### src/rtl/tmds_word_aligner_if.sv
// Lane-side bus of the TMDS word aligner: IDDR bit pairs in, aligned words and lock status out.
// word_valid is a one-cycle strobe with no ready: the consumer must take word_out in that cycle (no backpressure).
interface tmds_word_aligner_if #(
    parameter int NUM_CH = 3
);
    logic [2*NUM_CH-1:0]  q_in;
    logic [10*NUM_CH-1:0] word_out;
    logic                 word_valid;
    logic [NUM_CH-1:0]    locked;
    logic [4*NUM_CH-1:0]  slip;
    logic                 all_locked;

    modport master (
        output q_in,
        input  word_out,
        input  word_valid,
        input  locked,
        input  slip,
        input  all_locked
    );

    modport slave (
        input  q_in,
        output word_out,
        output word_valid,
        output locked,
        output slip,
        output all_locked
    );
endinterface

### src/rtl/tmds_word_aligner.sv
// Per-lane TMDS word aligner: builds 10-bit words every 5 clk_shift cycles and hunts the bit-slip
// on control tokens, declaring lock after a run of consecutive tokens.
module tmds_word_aligner #(
    parameter int NUM_CH       = 3,
    parameter int LOCK_TOKENS  = 16,
    parameter int SEARCH_WORDS = 4096,
    parameter int LOSS_WORDS   = 65536
) (
    input  logic              clk_shift,
    input  logic              rst_n,
    tmds_word_aligner_if.slave bus,
    output logic [NUM_CH-1:0] state_dbg_o
);
    localparam logic [0:0] ST_SEARCH = 1'b0;
    localparam logic [0:0] ST_LOCKED = 1'b1;

    localparam int RUN_W    = $clog2(LOCK_TOKENS + 1);
    localparam int IDLE_MAX = (SEARCH_WORDS > LOSS_WORDS) ? SEARCH_WORDS : LOSS_WORDS;
    localparam int IDLE_W   = $clog2(IDLE_MAX + 1);

    localparam logic [RUN_W-1:0]  RUN_SAT    = RUN_W'(LOCK_TOKENS);
    localparam logic [IDLE_W-1:0] IDLE_SAT   = IDLE_W'(IDLE_MAX);
    localparam logic [IDLE_W-1:0] SEARCH_END = IDLE_W'(SEARCH_WORDS);
    localparam logic [IDLE_W-1:0] LOSS_END   = IDLE_W'(LOSS_WORDS);

    logic [2:0]        phase_q, phase_d;
    logic              word_valid_q;
    logic              all_locked_q;
    logic [NUM_CH-1:0] locked_w;

    assign phase_d = (phase_q == 3'd4) ? 3'd0 : phase_q + 3'd1;

    // All lanes share one word phase, so one strobe serves every lane.
    always_ff @(posedge clk_shift) begin
        if (!rst_n) begin
            phase_q      <= 3'd0;
            word_valid_q <= 1'b0;
            all_locked_q <= 1'b0;
        end else begin
            phase_q      <= phase_d;
            word_valid_q <= (phase_q == 3'd4);
            all_locked_q <= &locked_w;
        end
    end

    assign bus.word_valid = word_valid_q;
    assign bus.all_locked = all_locked_q;
    assign bus.locked     = locked_w;
    assign state_dbg_o    = locked_w;

    for (genvar k = 0; k < NUM_CH; k++) begin : g_lane
        logic [19:0]       sr_q, sr_d, sr_shift;
        logic [9:0]        word_q, word_d;
        logic [0:0]        st_q, st_d;
        logic [3:0]        slip_q, slip_d;
        logic [RUN_W-1:0]  run_q, run_d, run_inc;
        logic [IDLE_W-1:0] idle_q, idle_d, idle_inc;
        logic              tok;

        // Older sample sits at the lower index, so TMDS bit 0 lands lowest in the word.
        assign sr_d     = {bus.q_in[2*k+1], bus.q_in[2*k], sr_q[19:2]};
        assign sr_shift = sr_d >> slip_q;
        assign word_d   = (phase_q == 3'd4) ? sr_shift[9:0] : word_q;

        assign tok = (word_q == 10'h354) || (word_q == 10'h0AB) ||
                     (word_q == 10'h154) || (word_q == 10'h2AB);

        assign run_inc  = (run_q == RUN_SAT) ? run_q : run_q + RUN_W'(1);
        assign idle_inc = (idle_q == IDLE_SAT) ? idle_q : idle_q + IDLE_W'(1);

        always_comb begin
            st_d   = st_q;
            slip_d = slip_q;
            run_d  = run_q;
            idle_d = idle_q;
            if (word_valid_q) begin
                case (st_q)
                    ST_SEARCH: begin
                        if (tok) begin
                            run_d  = run_inc;
                            idle_d = '0;
                            if (run_inc >= RUN_SAT) begin
                                st_d  = ST_LOCKED;
                                run_d = '0;
                            end
                        end else begin
                            run_d  = '0;
                            idle_d = idle_inc;
                            if (idle_inc >= SEARCH_END) begin
                                slip_d = (slip_q == 4'd9) ? 4'd0 : slip_q + 4'd1;
                                idle_d = '0;
                            end
                        end
                    end
                    default: begin
                        if (tok) begin
                            idle_d = '0;
                        end else begin
                            idle_d = idle_inc;
                            if (idle_inc >= LOSS_END) begin
                                st_d   = ST_SEARCH;
                                run_d  = '0;
                                idle_d = '0;
                            end
                        end
                    end
                endcase
            end
        end

        always_ff @(posedge clk_shift) begin
            if (!rst_n) begin
                sr_q   <= '0;
                word_q <= '0;
                st_q   <= ST_SEARCH;
                slip_q <= 4'd0;
                run_q  <= '0;
                idle_q <= '0;
            end else begin
                sr_q   <= sr_d;
                word_q <= word_d;
                st_q   <= st_d;
                slip_q <= slip_d;
                run_q  <= run_d;
                idle_q <= idle_d;
            end
        end

        assign bus.word_out[10*k +: 10] = word_q;
        assign bus.slip[4*k +: 4]       = slip_q;
        assign locked_w[k]              = (st_q == ST_LOCKED);
    end
endmodule
### src/flat_wrapper.sv
// flat-port wrapper written by rule: the top's interface ports become plain ports
module tmds_word_aligner_flat 
#(
    parameter int NUM_CH       = 3,
    parameter int LOCK_TOKENS  = 16,
    parameter int SEARCH_WORDS = 4096,
    parameter int LOSS_WORDS   = 65536
)
  (clk_shift, rst_n, state_dbg_o, bus_q_in, bus_word_out, bus_word_valid, bus_locked, bus_slip, bus_all_locked);
  tmds_word_aligner_if #(.NUM_CH(NUM_CH)) bus_i ();
  input  logic clk_shift;
  input  logic rst_n;
  output logic [NUM_CH-1:0] state_dbg_o;
  input wire logic [$bits(bus_i.q_in)-1:0] bus_q_in;
  output wire logic [$bits(bus_i.word_out)-1:0] bus_word_out;
  output wire logic [$bits(bus_i.word_valid)-1:0] bus_word_valid;
  output wire logic [$bits(bus_i.locked)-1:0] bus_locked;
  output wire logic [$bits(bus_i.slip)-1:0] bus_slip;
  output wire logic [$bits(bus_i.all_locked)-1:0] bus_all_locked;
  assign bus_i.q_in = bus_q_in;
  assign bus_word_out = bus_i.word_out;
  assign bus_word_valid = bus_i.word_valid;
  assign bus_locked = bus_i.locked;
  assign bus_slip = bus_i.slip;
  assign bus_all_locked = bus_i.all_locked;
  tmds_word_aligner #(.NUM_CH(NUM_CH), .LOCK_TOKENS(LOCK_TOKENS), .SEARCH_WORDS(SEARCH_WORDS), .LOSS_WORDS(LOSS_WORDS)) u_core (.clk_shift(clk_shift), .rst_n(rst_n), .bus(bus_i), .state_dbg_o(state_dbg_o));
endmodule
### config.mk
export PLATFORM = sky130hd
export DESIGN_NAME = tmds_word_aligner_flat
export DESIGN_NICKNAME = d
export VERILOG_FILES = /design/src/rtl/tmds_word_aligner_if.sv /design/src/rtl/tmds_word_aligner.sv /design/src/flat_wrapper.sv
export SDC_FILE = /design/constraint.sdc
export NUM_CORES = 1
export LEC_CHECK = 0
export CORE_MARGIN = 1.5
export CORE_UTILIZATION = 64
export DETAILED_ROUTE_END_ITERATION = 16
export DONT_BUFFER_PORTS = 1
export PLACE_DENSITY = 0.81
export SKIP_CTS_REPAIR_TIMING = 1
export SKIP_LAST_GASP = 1
export SLEW_MARGIN = 20
export SYNTH_ARGS = -nofsm -noshare
export SYNTH_HDL_FRONTEND = slang
export SYNTH_SLANG_ARGS = --single-unit
### constraint.sdc
create_clock -name clk_shift -period 3.3 [get_ports clk_shift]
set_input_delay 0.66 -clock clk_shift [delete_from_list [all_inputs] [get_ports clk_shift]]
set_output_delay 0.66 -clock clk_shift [all_outputs]
set_load 0.1 [all_outputs]
# Word-level counts from Yosys, hierarchy flattened

Cells that the tools add are included.

Bits in registers: 176
Input port bits: 8
Output and inout bits: 50
Logic and storage cells: 149

$add $sub $neg: 10
$lt $le $gt $ge: 9
Equality and inequality tests: 28
Shift-type cells: 3
Muxes and demuxes: 54
Bitwise operators: 7
Reductions and logical operators: 17

Operators by type and width:

| kind                                                   | count |
|---|---|
| 2-to-1 mux 17 bit                                      | 18 |
| 2-to-1 mux 5 bit                                       | 18 |
| equality test 10 bit (second input constant)           | 6 |
| right shift 20 x 4 -> 10 bit                           | 3 |
| adder 17 x 1 -> 17 bit (second input constant)         | 3 |
| equality test 17 bit (second input constant)           | 3 |
| >= comparator 17 x 13 -> 1 bit (second input constant) | 3 |
| >= comparator 17 bit (second input constant)           | 3 |
| equality test 10 x 8 -> 1 bit (second input constant)  | 3 |
| equality test 10 x 9 -> 1 bit (second input constant)  | 3 |
| adder 5 x 1 -> 5 bit (second input constant)           | 3 |
| equality test 5 bit (second input constant)            | 3 |
| >= comparator 5 bit (second input constant)            | 3 |
| 2-to-1 mux 1 bit                                       | 15 |
| adder 4 x 1 -> 4 bit (second input constant)           | 3 |
| equality test 4 bit (second input constant)            | 3 |
| 2-to-1 mux 4 bit                                       | 3 |
| inequality test 2 bit (second input constant)          | 6 |
| AND reduction 3 bit                                    | 4 |
| AND reduction 4 bit                                    | 3 |
| logical OR 1 bit                                       | 9 |
| inverter 1 bit                                         | 7 |
| adder 3 x 1 -> 3 bit (second input constant)           | 1 |
| equality test 3 bit (second input constant)            | 1 |
| OR reduction 2 bit                                     | 1 |

# Longest topological paths before layout

Gate-level depths: netlist (run 1).

Word-level depth: 6
Gate-level depth with buffers: 10
Depth with buffers taken out: 9

# Least setup slack after synthesis (run 1)

OpenSTA, ideal clock, no wires.

Path kind: register to register
Start: register u_core.g_lane[2].slip_q[1]
End: register u_core.g_lane[2].word_q[7]
Library setup time: 0.119 ns
Arrival: 2.641 ns
Required time: 3.181 ns
Setup slack: 0.540 ns
Cell stages (with the launch flop): 9
Path buffers: 3
Clock period less this slack: 2.760 ns
Cells stage by stage: dfxtp_1 > clkbuf_1 > buf_1 > buf_2 > mux2i_1 > a21oi_1 > nand2_1 > o211ai_1 > a32o_1

Cells in the longest elaborated chain, start to end: 1

RTL lines:

| element                      | RTL line                 | source |
|---|---|---|
| start, declared              | tmds_word_aligner.sv:55  | `logic [3:0] slip_q, slip_d;` |
| start signal, assigned       | tmds_word_aligner.sv:123 | `slip_q <= slip_d;` |
| right shift 20 x 4 -> 10 bit | tmds_word_aligner.sv:62  | `assign sr_shift = sr_d >> slip_q;` |
| end signal, assigned         | tmds_word_aligner.sv:121 | `word_q <= word_d;` |
| end, declared                | tmds_word_aligner.sv:53  | `logic [9:0] word_q, word_d;` |

Every way passes these cells.
A chain may end at the register's enable or synchronous reset.

# Worst setup path after layout (run 1)

Start: register u_core.g_lane[1].idle_q[0]
End: register u_core.g_lane[1].idle_q[6]

Cells in the longest elaborated chain, start to end: 6
Elaborated cells between the ends (all ways): 10
Those cells by class: add/sub (1); order compare (2); eq/ne (1); mux (6)

RTL lines:

| element                                                                       | RTL line                                          | source |
|---|---|---|
| start, declared                                                               | tmds_word_aligner.sv:57                           | `logic [IDLE_W-1:0] idle_q, idle_d, idle_inc;` |
| start signal, assigned                                                        | tmds_word_aligner.sv:125                          | `idle_q <= idle_d;` |
| adder 17 x 1 -> 17 bit / equality test 17 bit (equally long branches)         | tmds_word_aligner.sv:69                           | `assign idle_inc = (idle_q == IDLE_SAT) ? idle_q : idle_q + IDLE_W'(1);` |
| 2-to-1 mux 17 bit (*)                                                         | tmds_word_aligner.sv:69                           |  |
| >= comparator 17 x 13 -> 1 bit / >= comparator 17 bit (equally long branches) | tmds_word_aligner.sv:89, tmds_word_aligner.sv:100 |  |
| 2-to-1 mux 17 bit, on equally long branches                                   | tmds_word_aligner.sv:89, tmds_word_aligner.sv:100 |  |
| 2-to-1 mux 17 bit, on equally long branches                                   | tmds_word_aligner.sv:79, tmds_word_aligner.sv:96  |  |
| 2-to-1 mux 17 bit (*)                                                         | tmds_word_aligner.sv:77                           | `case (st_q)` |

Every way passes the cells marked *; elsewhere a longest branch is shown, timed or not.

==> results of run 1 <==
-- synthesized netlist by cell type, types with 4 or more instances --
master / n / share of area
buf_2: 5 / 0.0027
o21a_1: 6 / 0.0049
nor3_1: 15 / 0.0081
a21o_1: 12 / 0.0098
nor4_1: 11 / 0.0075
clkbuf_1: 50 / 0.020
o21ai_0: 52 / 0.028
buf_4: 6 / 0.0049
nor4bb_1: 4 / 0.0043
nor2b_1: 13 / 0.0088
nor2_1: 92 / 0.037
a211oi_1: 16 / 0.013
a22o_1: 11 / 0.010
or4_1: 6 / 0.0049
nand3_1: 38 / 0.021
and2_1: 75 / 0.051
clkinv_1: 5 / 0.0020
o22ai_1: 6 / 0.0041
xnor2_1: 29 / 0.028
mux2i_1: 52 / 0.056
nand4_1: 19 / 0.013
a31oi_1: 6 / 0.0041
or3_1: 14 / 0.0095
a21oi_1: 74 / 0.040
mux2_2: 15 / 0.018
dfxtp_1: 170 / 0.37
o31ai_1: 4 / 0.0033
inv_1: 36 / 0.015
xor2_1: 16 / 0.015
buf_1: 8 / 0.0033
o211ai_1: 6 / 0.0049
ha_1: 14 / 0.019
and3_1: 9 / 0.0061
o21ai_1: 4 / 0.0022
mux4_2: 15 / 0.037
nand2_1: 118 / 0.048
-- worst register-to-register path: cells and delay by family, from the launching register on --
family | cells | cell delay [ns]
flops | 1 | 0.43
fa+ha+maj | 1 | 0.29
compound gates | 2 | 0.59
mux | 1 | 0.16
simple gates | 4 | 1.27
-- path summary, 6_finish.rpt --
path / start / endpoint / slack [ns] / depth (start not counted)
setup / recovery: u_core.g_lane[1].idle_q[0] / u_core.g_lane[1].idle_q[6] / 0.51 / 8
hold / removal: bus_q_in[4] / u_core.g_lane[2].sr_q[18] / 0.34 / 1
setup reg to reg: u_core.g_lane[1].idle_q[0] / u_core.g_lane[1].idle_q[6] / 0.51 / 8
hold reg to reg: u_core.g_lane[2].sr_q[15] / u_core.g_lane[2].sr_q[13] / 0.48 / 1
-- per-layer routing --
| layer | wire [um] | track usage |
|---|---|---|
| met3 | 1420 | 0.0761 |
| met4 | 395 | 0.0876 |
| met2 | 9440 | 0.436 |
| met5 | 0 | 0 |
| met1 | 9440 | 0.384 |
-- layout make-up --
cell class,instances,area [um2]
clock buffers,17,425
clock inverters,14,195
fillers,1091,3840
inverters,42,158
multi-input cells,814,5380
flip-flops and latches,170,3420
well taps,180,225
repair buffers,46,345
-- registers in the layout (all words and copies together), names as in the netlist --
signal,count
u_core.phase_q,3
u_core.g_lane.slip_q,12
u_core.bus.word_valid,1
u_core.g_lane.st_q,3
u_core.bus.all_locked,1
u_core.g_lane.sr_q,54
u_core.g_lane.word_q,30
u_core.g_lane.run_q,15
u_core.g_lane.idle_q,51
-- through the flow --
step           cell area (um2)  cells  hold slack [ns]
2_1_floorplan             9220   1095            0.443
3_3_place_gp              9530   1252            0.441
3_5_place_dp              9530   1252            0.459
4_1_cts                  10100   1283            0.333
5_1_grt                  10100   1283            0.330
6_report                 10100   1283            0.343
-- cell families (layout without fill, tap and decap cells) --
group	after synthesis	in the layout	synth area share
compound gates	231	231	0.162
xor+xnor	46	46	0.0445
fa+ha+maj	14	14	0.0190
buf+inv	111	119	0.0483
flops	170	170	0.369
mux	82	82	0.111
simple gates	441	441	0.246
-- power breakdown --
group	internal [mW]	switching, mW	total [mW]
logic	0.0588	0.0939	0.153
clock network	1.27	0.834	2.10
registers	2.08	0.0287	2.10
==> summary.md, run 1 <==
| Metric | Value |
|---|---|
| Post-synth net total | 1,117 |
| HPWL Detailed | 14.0 mm |
| DIE WIDTH | 123 um |
| Final count of pins violating max slew | 0 |
| RSZ-0062 raised after global routing | no |
| Worst Setup Slack post-DPL | 0.625 ns |
| Lkg Pwr | 3.65 nW |
| CTS Buffer Depth | 2 |
| Syn Area/Cell | 8.42 um2 |
| Initial antenna violation count | 0 |
| Number of enable flip-flop cells after synthesis | 0 |
| Row cnt | 43 |
| Most used DFF post-synth | dfxtp_1 |
| Post-synthesis cell count | 1,095 |
| Post-route setup slack | 0.511 ns |
| Via density | 6.13 |
| Worst-path cell chain | ha_1, nand2_1, or4_1, mux2i_1, nor4_2, o211ai_1, a21o_1, nor2_1 |
| Largest net degree at the start of global routing | 75 |
| Seq/Total Area, Yosys | 0.369 |
| Total Wirelength | 20.7 mm |
| Final hold vios | 0 |
| DRT Pass-1 Iters | 6 |
| Post-Syn Area | 9220 um2 |
| Root buf cell | clkbuf_16 |
| Max cap viols | 0 |
| Synth Warn # | 0 |
| Starting Density | 0.659 |
| FFs w/ async S/R, synth | 0 |
| Final setup viols | 0 |
| CP Max Fanout | 11 |
| CP arrival | 3.15 ns |
| Final antenna-violating net count | 0 |
| WL/cell | 16.1 um |
| Number of global-route vias before repair | 7,050 |
| Slew Limit Headroom | 0.323 |
| Slowest CP cell | or4_1 |
| Commonest cells after routing, fill and taps aside | 156 x dfxtp_1, 118 x nand2_1, 92 x nor2_1, 75 x and2_1, 73 x a21oi_1 |
| Port bufs | 0 |
| Critical path's top delay family | simple AND/OR/NAND/NOR gates |
| Gpl congestion | 0.929 |
| Worst setup SP type | flop |
| Fin crit share | 0.845 |
| Die area | 15,100 um2 |
| First-pass GRT wire length | 34.3 mm |
| Setup TNS | 0 ns |
| Worst EP required | 3.66 ns |
| Layout cells sized above 1 | 0.127 |
| Crit. End Element | flop |
| Maximum vdd drop | 0.466 mV |
| Htree depth | 4 |
| Min cycle time layout | 2.79 ns |
| Buf/Inv on CP | 0 |
| Commonest non-fill, non-tap cell in the layout | dfxtp_1 |
| Hold WC Path Type | in2reg |
| Io pins | 58 |
| Sinks on Clock Net | 170 |
| N_diodes | 0 |
| DRC violations left | 0 |
| Worst Clk Skew | 0.0103 ns |
| Die height | 123 um |
| Max incr delay on CP | 0.54 ns |
| Power Density | 430 nW/um2 |
| Vias | 7,863 |
| Max Fclk | 359 MHz |
| Finished Core Util | 0.725 |
| Worst skew pair latency | 0.43 ns |
| CTS Buf Count | 17 |
| 1st-iter DRT viols | 837 |
| GRT Residual Overflow | 0 |
| Status | finished, final reports clean |
| GRT Util Overall | 0.281 |
| Crit Path Class | reg2reg |
| CTS tree | built |
| CORE AREA | 14,000 um2 |
| Slew @ Worst Pin | 1.01 ns |
| Layout Nets | 1,113 |
| Synthesis-stage register bit count | 170 |
| Total power | 4.36 mW |
| Post-synthesis cell type count | 71 |
| Clk slew on worst S/H paths | 0.06 ns |
| Layout area overhead | 10.0% |
Note: power is estimated with default switching activity, not from simulation.
==> run 2, diff against run 1 <==
clock period = 2.6 ns   (was 3.3 ns; I/O delays follow)
==> run 2 against run 1 <==
- critical path depth unchanged
- via count up 1.3%
- cell count up 2.0%
- final area grew 1.2%
- global-route usage down 0.22 points
- register-to-register slack worse by 0.39 ns
- critical path type unchanged
- largest power group unchanged
==> summary.md, run 2 (synthesis gave the netlist of run 1 again) <==
| Metric | Value |
|---|---|
| Crit. End Element | flop (unchanged) |
| Layout Nets | 1,139 (was 1,113) |
| CP Max Fanout | 6 (was 11) |
| Largest net degree at the start of global routing | 75 (unchanged) |
| Number of global-route vias before repair | 7,101 (was 7,050) |
| RR Endpoint | u_core.g_lane[1].slip_q[3] (was u_core.g_lane[1].idle_q[6]) |
| WL/cell | 15.7 um (was 16.1 um) |
| Vias | 7,964 (was 7,863) |
| Layout area overhead | 11.3% (was 10.0%) |
| Root buf cell | clkbuf_16 (unchanged) |
| First-pass GRT wire length | 34.0 mm (was 34.3 mm) |
| Layout cells sized above 1 | 0.147 (was 0.127) |
| Htree depth | 4 (unchanged) |
| Seq pwr share | 0.521 (was 0.483) |
| DRC violations left | 0 (unchanged) |
| Final count of pins violating max slew | 0 (unchanged) |
| Worst skew pair latency | 0.43 ns (about the same) |
| Slew Limit Headroom | 0.448 (was 0.323) |
| Final antenna-violating net count | 0 (unchanged) |
| Launch point of the worst reg-to-reg path | u_core.g_lane[1].idle_q[4] (was u_core.g_lane[1].idle_q[0]) |
| DIE WIDTH | 123 um (unchanged) |
| Port bufs | 0 (unchanged) |
| Finished Core Util | 0.734 (was 0.725) |
| Via density | 6.08 (was 6.13) |
| Hold path startpoint | bus_q_in[4] (unchanged) |
| CTS Buffer Depth | 2 (unchanged) |
| Starting Density | 0.659 (unchanged) |
| Fin area | 10,300 um2 (was 10,100 um2) |
| Sink of the worst hold path | u_core.g_lane[2].sr_q[18] (unchanged) |
| Worst setup SP type | flop (unchanged) |
| 1st-iter DRT viols | 780 (was 837) |
| Switching power total | 1.14 mW (was 0.956 mW) |
| Setup TNS | 0 ns (unchanged) |
| Initial antenna violation count | 1 (was 0) |
| Final setup viols | 0 (unchanged) |
| Switching share of power | 0.224 (was 0.219) |
| Gpl congestion | 0.913 (was 0.929) |
| Sinks on Clock Net | 170 (unchanged) |
| Reg2Reg Setup Slack | 0.12 ns (was 0.51 ns) |
| Logic pwr share | 0.041 (was 0.035) |
| Maximum vdd drop | 0.468 mV (was 0.466 mV) |
| Clk slew on worst S/H paths | 0.06 ns (about the same) |
| HPWL Detailed | 14.4 mm (was 14.0 mm) |
| CORE AREA | 14,000 um2 (unchanged) |
| Buf/Inv on CP | 1 (was 0) |
| CTS tree | built (unchanged) |
| CTS Buf Count | 17 (unchanged) |
| Biggest register | u_core.g_lane.sr_q (unchanged) |
| Registers with the most flip-flops | u_core.g_lane.sr_q (54), u_core.g_lane.idle_q (51), u_core.g_lane.word_q (30) (unchanged) |
| Reg2reg path depth | 8 (unchanged) |
| Worst EP required | 2.91 ns (was 3.66 ns) |
| Row cnt | 43 (unchanged) |
| Crit Path Class | reg2reg (unchanged) |
| Max Fclk | 403 MHz (was 359 MHz) |
| Lkg Pwr | 3.74 nW (was 3.65 nW) |
| Clock network power share | 0.438 (was 0.482) |
| Slew @ Worst Pin | 0.828 ns (was 1.01 ns) |
| Fin crit share | 0.954 (was 0.845) |
| Total Wirelength | 20.6 mm (was 20.7 mm) |
| Status | finished, final reports clean (unchanged) |
| GRT Util Overall | 0.279 (was 0.281) |
| CP arrival | 2.79 ns (was 3.15 ns) |
| Power Density | 499 nW/um2 (was 430 nW/um2) |
| RSZ-0062 raised after global routing | yes (was no) |
| Placed inst area | 9720 um2 (was 9530 um2) |
| Slowest CP cell | or4_1 (unchanged) |
| Hold WC Path Type | in2reg (unchanged) |
| Die height | 123 um (unchanged) |
| Commonest cells after routing, fill and taps aside | 153 x dfxtp_1, 118 x nand2_1, 92 x nor2_1, 75 x and2_1, 73 x a21oi_1 (was 156 x dfxtp_1, 118 x nand2_1, 92 x nor2_1, 75 x and2_1, 73 x a21oi_1) |
| Max cap viols | 0 (unchanged) |
| Die area | 15,100 um2 (unchanged) |
| GRT Residual Overflow | 0 (unchanged) |
| Critical path's top delay family | simple AND/OR/NAND/NOR gates (unchanged) |
| Max reg flops | 54 (unchanged) |
| Internal | 3.97 mW (was 3.40 mW) |
| Hold Crit Depth | 1 (unchanged) |
| Commonest non-fill, non-tap cell in the layout | dfxtp_1 (unchanged) |
| Final hold vios | 0 (unchanged) |
| Max incr delay on CP | 0.63 ns (was 0.54 ns) |
| Io pins | 58 (unchanged) |
| Worst Clk Skew | 0.00866 ns (was 0.0103 ns) |
| Min cycle time layout | 2.48 ns (was 2.79 ns) |
| DRT Pass-1 Iters | 5 (was 6) |
| Worst-path cell chain | nand4_2, or4_1, mux2i_1, nor4_2, buf_4, a21oi_1, a21boi_0, o32ai_1 (was ha_1, nand2_1, or4_1, mux2i_1, nor4_2, o211ai_1, a21o_1, nor2_1) |
-- run 2: changes by cell type in the layout (fill, tap and decap cells not counted), sizes merged --
cell | before | now
clkbuf | 17 | 23
clkinvlp | 1 | 3
bufinv | 4 | 0
buf | 46 | 72
diode | 0 | 1
clkinv | 11 | 9
inv | 40 | 37
-- run 2: final cells by class --
class	count	area, um2
multi-input cells	814	5400
repair buffers	72	541
clock inverters	7	46.3
flip-flops and latches	170	3420
inverters	42	158
diodes	1	2.50
fillers	1049	3720
well taps	180	225
clock buffers	23	468
-- run 2: how the worst max path moves through the flow --
stage / from / end / cells after the start
2_1_floorplan: u_core.g_lane[1].word_q[2] / u_core.g_lane[1].run_q[3] / 6
3_3_place_gp: u_core.g_lane[1].idle_q[2] / u_core.g_lane[1].idle_q[10] / 7
3_5_place_dp: u_core.g_lane[1].idle_q[2] / u_core.g_lane[1].idle_q[3] / 7
4_1_cts: u_core.g_lane[1].idle_q[2] / u_core.g_lane[1].idle_q[3] / 7
5_1_grt: u_core.g_lane[2].idle_q[0] / u_core.g_lane[2].slip_q[3] / 8
6_report: u_core.g_lane[1].idle_q[4] / u_core.g_lane[1].slip_q[3] / 8
-- run 2: routing by layer --
metal / up-vias / track usage / wire length, um
li1: 3911 / - / -
met1: 3787 / 0.387 / 9490
met2: 232 / 0.427 / 9410
met3: 34 / 0.0720 / 1350
met4: 0 / 0.0891 / 350
met5: - / 0 / 0
-- run 2: stage by stage --
| step | hold WS, ns | setup WS [ns] | cells | power [mW] |
|---|---|---|---|---|
| CTS | 0.200 | 0.0196 | 1308 | 5.15 |
| finish | 0.211 | 0.118 | 1309 | 5.12 |
| floorplan | 0.443 | 0.0476 | 1095 | 2.88 |
| global placement | 0.443 | 0.200 | 1278 | 2.92 |
| detailed placement | 0.455 | 0.0473 | 1278 | 2.93 |
| global route | 0.201 | -0.0134 | 1309 | 5.28 |
-- run 2: power by group through the flow --
stage / registers, mW / clock network, mW / logic (mW)
finish: 2.67 / 2.24 / 0.208
global route: 2.67 / 2.38 / 0.227
CTS: 2.67 / 2.28 / 0.207
detailed placement: 2.72 / 0 / 0.205
global placement: 2.72 / 0 / 0.200
floorplan: 2.72 / 0 / 0.164
